===== src/rtl/pattern_scan_ctrl.sv =====
// Frame sequencer for a serial 11010 detector: CLR resets the detector, each accepted word shifts out MSB-first, one bit per cycle.
// Latency: a handshake in cycle k produces bits in k+1..k+WORD_W and a match pulse one cycle after its bit; word_ready is high only in LOAD.
module pattern_scan_ctrl #(
  parameter int WORD_W = 8,
  parameter int CNT_W  = 16
) (
  input  logic              clk,
  input  logic              reset,
  input  logic              start,
  input  logic              word_valid,
  input  logic [WORD_W-1:0] word_data,
  input  logic              word_last,
  output logic              word_ready,
  output logic              det_reset,
  output logic              det_bit,
  input  logic              det_match,
  output logic              match_valid,
  output logic [CNT_W-1:0]  match_pos,
  output logic [CNT_W-1:0]  match_count,
  output logic              busy,
  output logic              done
);

  localparam int BC_W = $clog2(WORD_W);
  localparam logic [BC_W-1:0] LAST_BIT = BC_W'(WORD_W - 1);

  typedef enum logic [2:0] {
    S_IDLE,
    S_CLR,
    S_LOAD,
    S_SHIFT,
    S_DONE
  } state_t;

  state_t            state;
  state_t            state_nxt;
  logic [WORD_W-1:0] shreg;
  logic              last_flag;
  logic [BC_W-1:0]   bit_cnt;
  logic [CNT_W-1:0]  bit_pos;

  logic last_bit;
  logic accept;
  logic hit;

  assign last_bit = (bit_cnt == LAST_BIT);
  assign accept   = (state == S_LOAD) && word_valid;
  assign hit      = (state == S_SHIFT) && det_match;

  // The detector also follows our own reset so it never holds stale history.
  assign det_reset = reset | (state == S_CLR);

  always_ff @(posedge clk) begin
    if (reset) begin
      state <= S_IDLE;
    end else begin
      state <= state_nxt;
    end
  end

  always_comb begin
    state_nxt = state;
    case (state)
      S_IDLE:  if (start) state_nxt = S_CLR;
      S_CLR:   state_nxt = S_LOAD;
      S_LOAD:  if (word_valid) state_nxt = S_SHIFT;
      S_SHIFT: if (last_bit) state_nxt = last_flag ? S_DONE : S_LOAD;
      S_DONE:  state_nxt = S_IDLE;
      default: state_nxt = S_IDLE;
    endcase
  end

  always_comb begin
    word_ready = 1'b0;
    det_bit    = 1'b0;
    busy       = 1'b1;
    done       = 1'b0;
    case (state)
      S_IDLE:  busy       = 1'b0;
      S_LOAD:  word_ready = 1'b1;
      S_SHIFT: det_bit    = shreg[WORD_W-1];
      S_DONE:  done       = 1'b1;
      default: ;
    endcase
  end

  always_ff @(posedge clk) begin
    if (reset) begin
      shreg       <= '0;
      last_flag   <= 1'b0;
      bit_cnt     <= '0;
      bit_pos     <= '0;
      match_valid <= 1'b0;
      match_pos   <= '0;
      match_count <= '0;
    end else begin
      match_valid <= hit;
      if (hit) begin
        match_pos <= bit_pos;
        if (match_count != '1) begin
          match_count <= match_count + 1'b1;
        end
      end

      if (state == S_CLR) begin
        bit_pos     <= '0;
        match_count <= '0;
      end

      if (accept) begin
        shreg     <= word_data;
        last_flag <= word_last;
        bit_cnt   <= '0;
      end else if (state == S_SHIFT) begin
        shreg   <= {shreg[WORD_W-2:0], 1'b0};
        bit_cnt <= bit_cnt + 1'b1;
        bit_pos <= bit_pos + 1'b1;
      end
    end
  end

endmodule


===== config.mk =====
export PLATFORM = sky130hd
export DESIGN_NAME = pattern_scan_ctrl
export DESIGN_NICKNAME = d
export VERILOG_FILES = /design/src/rtl/pattern_scan_ctrl.sv
export SDC_FILE = /design/constraint.sdc
export NUM_CORES = 1
export LEC_CHECK = 0
export CAP_MARGIN = 20
export CORE_ASPECT_RATIO = 0.8
export CORE_UTILIZATION = 48
export DETAILED_ROUTE_END_ITERATION = 16
export MAX_ROUTING_LAYER = met4
export PLACE_DENSITY = 0.73
export SYNTH_ARGS = -nofsm -noshare
export SYNTH_HDL_FRONTEND = slang
export SYNTH_SLANG_ARGS = --single-unit

===== constraint.sdc =====
create_clock -name clk -period 3.2 [get_ports clk]
set_input_delay 0.64 -clock clk [delete_from_list [all_inputs] [get_ports clk]]
set_output_delay 0.64 -clock clk [all_outputs]
set_load 0.02 [all_outputs]

# Word-level counts from Yosys, hierarchy flattened
# Index checks and enable logic that the tools add are counted.
[word_totals]
register_bits = 64
input_bits = 14
output_inout_bits = 38
word_cells = 43
[classes]
n_mux = 14
n_reduce_logical = 8
n_eq_ne = 9
bitwise_logic = 1
addsub = 3
[op_table]
columns = ["operator", "n"]
rows = [
  ["16-bit 2-to-1 mux", 3],
  ["16-bit by 1-bit adder with 16-bit output, second input constant", 2],
  ["8-bit 2-to-1 mux", 2],
  ["16-bit inequality test, second input constant", 1],
  ["3-bit 2-to-1 mux", 4],
  ["3-bit case mux with 4 select lines", 1],
  ["3-bit by 2-bit equality test with 1-bit output, second input constant", 2],
  ["3-bit equality test, second input constant", 2],
  ["2-bit inequality test, second input constant", 3],
  ["1-bit 2-to-1 mux", 4],
  ["2-bit OR reduction", 2],
  ["3-bit by 1-bit adder with 3-bit output, second input constant", 1],
  ["3-bit by 1-bit equality test with 1-bit output, second input constant", 1],
  ["3-bit logical NOT", 1],
  ["3-bit AND reduction", 1],
  ["1-bit logical AND", 2],
  ["2-bit AND reduction", 1],
  ["2-bit nonzero test", 1],
  ["1-bit bitwise OR", 1],
]

# Logic depth before layout (Yosys ltp)
# Gate-level depths: netlist of the first run.
[logic_depth]
ltp_word = 4
mapped_depth = 6
depth_no_buf = 6

# Least setup slack after synthesis of the first run
# No wires, ideal clock.
[synth_timing]
path_kind = "input port to output port"
start = "input port reset"
end = "output port det_reset"
stages = 3
t_required_ps = 2560
path_slack_ps = 1354
path_buffers = 1
t_arrival_ps = 1206
cell_sequence = "nor2_2 clkinv_1 buf_2"
[synth_via]
elab_chain_len = 1
[synth_rtl]
columns = ["item", "line_no", "text"]
rows = [
  ["start: declaration", "8", "input logic reset,"],
  ["1-bit bitwise OR", "51", "assign det_reset = reset | (state == S_CLR);"],
  ["end: declaration", "14", "output logic det_reset,"],
]
# Every way passes these cells.

# Worst setup path after layout of the first run
[layout_timing]
start = "register state[2]"
end = "output port det_reset"
[layout_via]
elab_chain_len = 2
[layout_rtl]
columns = ["item", "line_no", "text"]
rows = [
  ["start: declaration", "35", "state_t state;"],
  ["start signal: assignment", "57", "state <= state_nxt;"],
  ["3-bit by 1-bit equality test with 1-bit output", "51", ""],
  ["1-bit bitwise OR", "51", ""],
]
# Every way passes these cells.

==> results.md, run 1 <==
- Status: finished, final reports clean
- All-layer global routing usage: 22.4%
- Routability cong.: 0.856
- Starting Density: 51.0%
- Pwr dens: 453 nW/um2
- TritonCTS Sinks: 64
- Drt wl/cell: 13.9 um
- Critical Path End: det_reset
- Number of cells on the worst hold path: 2
- Worst reg2reg startpoint: state[1]$_SDFFE_PP0P_
- Final worst slack: 526 ps
- # hold bufs at CTS: 0
- Area Overhead vs Synth: 22.0%
- Synth Warn #: 0
- # resized after CTS: 0
- Via density: 5.66
- CTS tree: yes
- H-tree depth: 3
- Mapped Cells: 356
- Final WL: 6.81 mm
- Setup bufs post-CTS: 0
- Register area: 1280 um2
- Routed Antenna Nets: 0
- Worst stage delay on the critical path: 600 ps
- Met2 Usage GRT: 32.8%
- Commonest non-fill, non-tap cell in the layout: nand2_1
- CP Data Required Time: 2560 ps
- Largest net degree at the start of global routing: 47
- Post-Syn Area: 3090 um2
- Grt peak-use layer: met2
- Fin crit share: 83.6%
- Cell area after layout: 3770 um2
- Commonest non-fill, non-tap cells in the layout: 66 x nand2_1, 64 x dfxtp_1, 51 x clkdlybuf4s50_1
- Pre-CTS setup slack: 660 ps
- Final Critical Period: 2670 ps
- Congestion Overflow GR: 0
- Worst r2r path cells: 6
- Setup Skew: 10.4 ps
- Achievable Freq: 374 MHz
- Slew margin rel.: 54.7%
- Non-filler cells, final: 490
- # fillers: 562
- DIE WIDTH: 91.8 um
- Reg clk slew, reported paths: 70 ps
- Crit path from: state[2]$_SDFFE_PP0P_
- Multi-input combinational cell area: 1620 um2
- Hpwl dp: 4.68 mm
- Max-Cap Viols: 0
- # DRC: 0
- Worst Hold Class: reg -> reg
- Max clock buf depth: 2
- Avg Inst Size Synth: 8.69 um2
- Hold Fails Final Rpt: 0
- DP Cell Count: 474
- Largest delay share family, worst path: buffers and inverters
- PortBufs: 51
- RSZ-0062 raised after global routing: no
- Buf+Inv Stages, Crit Path: 2
- Slew Limit Fails: 0
- Seq/Total Area, Yosys: 41.4%
- Critical Path Stages: 4
- Area post-placement: 3600 um2
- Initial antenna violation count: 0
- Met3 GRT Util: 6.83%
- Reg2reg setup slack: 1160 ps
- Total iterations of the first detailed-routing run: 5
- Slowest stage cell, crit path: clkdlybuf4s50_1
- Setup TNS: 0 ps
- Post-synth ARST share: 0%
- Seq cells post-synth: 64
- Antenna Cells: 0
- Least-Margin Pin Slew: 675 ps
- Share of cells above drive strength 1: 10.0%
- Top Ports: 52
- Post-synth EDFFs: 0
- Vias in the first global route: 2395
- Fin nets: 422
- Critical path class: reg -> out
- Clk Latency, worst-skew pair: 340 ps
- Core Box Area: 6070 um2
- # setup viols final: 0
- Mapped Nets: 374
- Die H: 73.8 um
- First-pass GRT wire length: 11.5 mm
- CP Capture Type: primary output
- Die ar.: 6770 um2
- R2R Path End: match_count[12]$_SDFFE_PP0P_
- Worst IR drop on VDD: 0.000386 V
- Setup crit start kind: flop
- DR vias: 2773
- Num rows: 25
- Initial DRC count: 190
- Worst-path fanout max: 16
- CTS Buf Count: 9
- Leakage Power: 1.24 nW
- CP Cell Sequence: nor3b_2, nor2_2, clkinv_1, clkdlybuf4s50_1
- Met1 GRT Util: 30.3%
- Distinct cells, synth: 60
- Post-synth top flop: dfxtp_1
- Critical Path AT: 2030 ps
- Final Core Density: 62.2%
- Root Buffer: clkbuf_8
==> worst register-to-register path, stage by stage (launching register included) <==
cell and delay [ps]:
dfxtp_1 550, buf_4 270, nand4b_1 140, buf_4 190, nor4_1 480, and4_1 260
nor3_1 50
==> worst min-delay path by stage <==
stage | end | startpoint
global route | match_pos[8]$_SDFFE_PP0P_ | match_pos[8]$_SDFFE_PP0P_
CTS | match_pos[8]$_SDFFE_PP0P_ | match_pos[8]$_SDFFE_PP0P_
finish | match_pos[8]$_SDFFE_PP0P_ | match_pos[8]$_SDFFE_PP0P_
detailed placement | match_pos[8]$_SDFFE_PP0P_ | match_pos[8]$_SDFFE_PP0P_
global placement | shreg[7]$_SDFFE_PP0P_ | shreg[7]$_SDFFE_PP0P_
floorplan | shreg[7]$_SDFFE_PP0P_ | shreg[7]$_SDFFE_PP0P_
==> metal layers <==
metal | part of all wire [%] | up-vias
li1 | - | 1408
met1 | 49 | 1281
met2 | 44 | 78
met3 | 6.2 | 6
met4 | 0.75 | 0
met5 | 0 | -
==> logic make-up after synthesis <==
family | count (synthesis) | synth area share (%)
and+or+nand+nor | 161 | 28.7
DFF | 64 | 41.4
xor gates and xnor gates | 4 | 1.13
buffers and inverters | 27 | 6.31
muxes | 11 | 3.56
AOI/OAI and AO/OA | 85 | 17.3
adders and majority gates | 4 | 1.62
==> synthesized netlist by cell type (all sizes together) (3+ instances only) <==
library cell   n  area, um2
nand3b         4       33.8
o21bai         3       22.5
or4            4       30.0
nor4           3       33.8
and4           8       72.6
nor2           9       36.3
nand3         14       82.6
dfxtp         64       1280
a211oi         4       30.0
and4b          3       30.0
ha             4       50.1
o21ai          7       35.0
a2111o         3       33.8
clkbuf        11       81.3
or3            9       56.3
a21oi         41        205
a31oi          7       43.8
o211ai         3       22.5
nor3          13       65.1
nand2         67        254
or2            3       18.8
buf           13        103
nor3b          3       27.5
mux2i         11        110
a22oi          7       52.6
nand4          9       56.3
==> sequential cells by signal, indices dropped and copies added (netlist names) <==
register / flops
bit_cnt: 3
bit_pos: 16
last_flag: 1
match_count: 16
match_pos: 16
match_valid: 1
shreg: 8
state: 3
==> metrics by stage <==
stage               power (mW)  hold slack [ps]
floorplan                 1.05              432
global placement          1.11              438
detailed placement        1.12              447
CTS                       1.72              457
global route              1.80              476
finish                    1.71              453
==> report_power, final <==
| group | total [mW] | switching [mW] | internal, mW |
|---|---|---|---|
| Sequential | 0.840 | 0.0225 | 0.817 |
| Clock | 0.605 | 0.325 | 0.280 |
| Combinational | 0.265 | 0.157 | 0.109 |
==> cell type report <==
class / instances / area share, %
Sequential cell: 64 / 33.9
Tap cell: 81 / 2.68
Inverter: 3 / 0.298
Multi-Input combinational cell: 265 / 43.0
Clock inverter: 7 / 1.26
Timing Repair Buffer: 61 / 15.5
Clock buffer: 9 / 3.28
Note: power is estimated with default switching activity, not from simulation.
==> run 2, diff against run 1 <==
==> constraint.sdc (replaced) <==
create_clock -name clk -period 2.74 [get_ports clk]
set_input_delay 0.548 -clock clk [delete_from_list [all_inputs] [get_ports clk]]
set_output_delay 0.548 -clock clk [all_outputs]
set_load 0.02 [all_outputs]
==> results.md, run 2 (same netlist as run 1, synthesis figures left out) <==
- Status: finished, final reports clean (unchanged)
- Met3 GRT Util: 6.52% (was 6.83%)
- Congestion Overflow GR: 0 (unchanged)
- Final Critical Period: 2520 ps
- Routed Antenna Nets: 0 (unchanged)
- Die ar.: 6770 um2 (unchanged)
- Total iterations of the first detailed-routing run: 4 (was 5)
- Worst IR drop on VDD: 0.000571 V (was 0.000386 V)
- First-pass GRT wire length: 11.4 mm (was 11.5 mm)
- RSZ-0062 raised after global routing: no (unchanged)
- Antenna Cells: 0 (unchanged)
- Root Buffer: clkbuf_8 (unchanged)
- Commonest non-fill, non-tap cells in the layout: 66 x nand2_1, 64 x dfxtp_1, 51 x clkdlybuf4s50_1 (unchanged)
- Die H: 73.8 um (unchanged)
- Final Core Density: 62.9% (was 62.2%)
- H-tree depth: 3 (unchanged)
- Final WL: 6.82 mm (was 6.81 mm)
- Clk Latency, worst-skew pair: 350 ps (was 340 ps)
- Starting Density: 51.0% (unchanged)
- Met1 GRT Util: 30.0% (was 30.3%)
- Max clock buf depth: 2 (unchanged)
- Setup crit start kind: flop (unchanged)
- Drt wl/cell: 13.9 um (about the same)
- All-layer global routing usage: 22.1% (was 22.4%)
- Hpwl dp: 4.64 mm (was 4.68 mm)
- Worst-path fanout max: 16 (unchanged)
- # hold bufs at CTS: 0 (unchanged)
- # resized after CTS: 0 (unchanged)
- Critical Path AT: 1970 ps (was 2030 ps)
- Initial antenna violation count: 0 (unchanged)
- Core Box Area: 6070 um2 (unchanged)
- Initial DRC count: 183 (was 190)
- CTS tree: yes (unchanged)
- Max-Cap Viols: 0 (unchanged)
- Largest net degree at the start of global routing: 47 (unchanged)
- CP Data Required Time: 2190 ps (was 2560 ps)
- # setup viols final: 0 (unchanged)
- DIE WIDTH: 91.8 um (unchanged)
- Met2 Usage GRT: 32.4% (was 32.8%)
- CP Capture Type: primary output (unchanged)
- Achievable Freq: 397 MHz
- Commonest non-fill, non-tap cell in the layout: nand2_1 (unchanged)
- Grt peak-use layer: met2 (unchanged)
- Fin crit share: 91.9%
- Largest registers: bit_pos (16), match_count (16), match_pos (16) (unchanged)
- Reg clk slew, reported paths: 80 ps (was 70 ps)
- PortBufs: 51 (unchanged)
- Hold Fails Final Rpt: 0 (unchanged)
- Worst Hold Class: reg -> reg (unchanged)
- Vias in the first global route: 2426 (was 2395)
- Critical path class: reg -> out (unchanged)
- Share of cells above drive strength 1: 9.31% (was 10.0%)
- Num rows: 25 (unchanged)
- Via density: 5.66 (about the same)
- # DRC: 0 (unchanged)
- Top Ports: 52 (unchanged)
- Slew Limit Fails: 0 (unchanged)
- Setup TNS: 0 ps (unchanged)
- Setup bufs post-CTS: 0 (unchanged)
- TritonCTS Sinks: 64 (unchanged)
- Setup Skew: 9.05 ps (was 10.4 ps)
- Area Overhead vs Synth: 23.3% (was 22.0%)
- Slew margin rel.: 51.1% (was 54.7%)
- DR vias: 2768 (was 2773)
- Fin nets: 421 (was 422)
- Pwr dens: 570 nW/um2 (was 453 nW/um2)
- Leakage Power: 1.25 nW (was 1.24 nW)
- Routability cong.: 0.843 (was 0.856)
- Least-Margin Pin Slew: 729 ps (was 675 ps)
- CTS Buf Count: 9 (unchanged)
-- run 2: cell count changes in the layout (fill, tap and decap cells not counted) --
cell | before | now
bufinv_16 | 0 | 2
clkbuf_1 | 0 | 2
clkinv_2 | 3 | 1
buf_4 | 10 | 9
clkinvlp_4 | 2 | 1
inv_6 | 1 | 0
nor3b_2 | 1 | 0
nor3b_4 | 0 | 1
-- run 2: path summary, 6_finish.rpt --
check / slack [ps] / from / end / cells after the start
max reg2reg: 630 / state[1]$_SDFFE_PP0P_ / match_count[14]$_SDFFE_PP0P_ / 5
min: 450 / shreg[7]$_SDFFE_PP0P_ / shreg[7]$_SDFFE_PP0P_ / 2
max: 220 / state[2]$_SDFFE_PP0P_ / det_reset / 4
min reg2reg: 450 / shreg[7]$_SDFFE_PP0P_ / shreg[7]$_SDFFE_PP0P_ / 2
-- run 2: power by group --
group	internal, mW	switching [mW]
clock network	0.513	0.369
logic	0.129	0.184
registers	0.955	0.0236
total	1.60	0.577
-- run 2: layout make-up --
cell class / instances / area (um2)
clock inverters: 5 / 81.3
clock buffers: 11 / 131
inverters: 3 / 11.3
multi-input cells: 265 / 1630
repair buffers: 60 / 578
well taps: 81 / 101
flip-flops and latches: 64 / 1280
fillers: 545 / 2250
-- run 2: worst max-delay path, stage by stage (launching register included) --
cell             delay (ps)
dfxtp_1                 480
nor3b_4                 400
nor2_2                   80
clkinv_1                 70
clkdlybuf4s50_1         610
-- run 2: routing by layer --
metal,routed length [um],part of all wire [%]
met2,2920,43
met1,3480,51
met4,46,0.67
met3,372,5.5
met5,0,0
-- run 2: through the flow --
step	cell area (um2)	instances	hold slack, ps	worst slack [ps]	total power, mW
global route	3810	489	477	95.7	2.26
CTS	3810	489	454	127	2.18
global placement	3600	473	438	382	1.30
finish	3810	489	452	222	2.17
detailed placement	3600	473	444	365	1.31
floorplan	3090	356	432	966	1.22
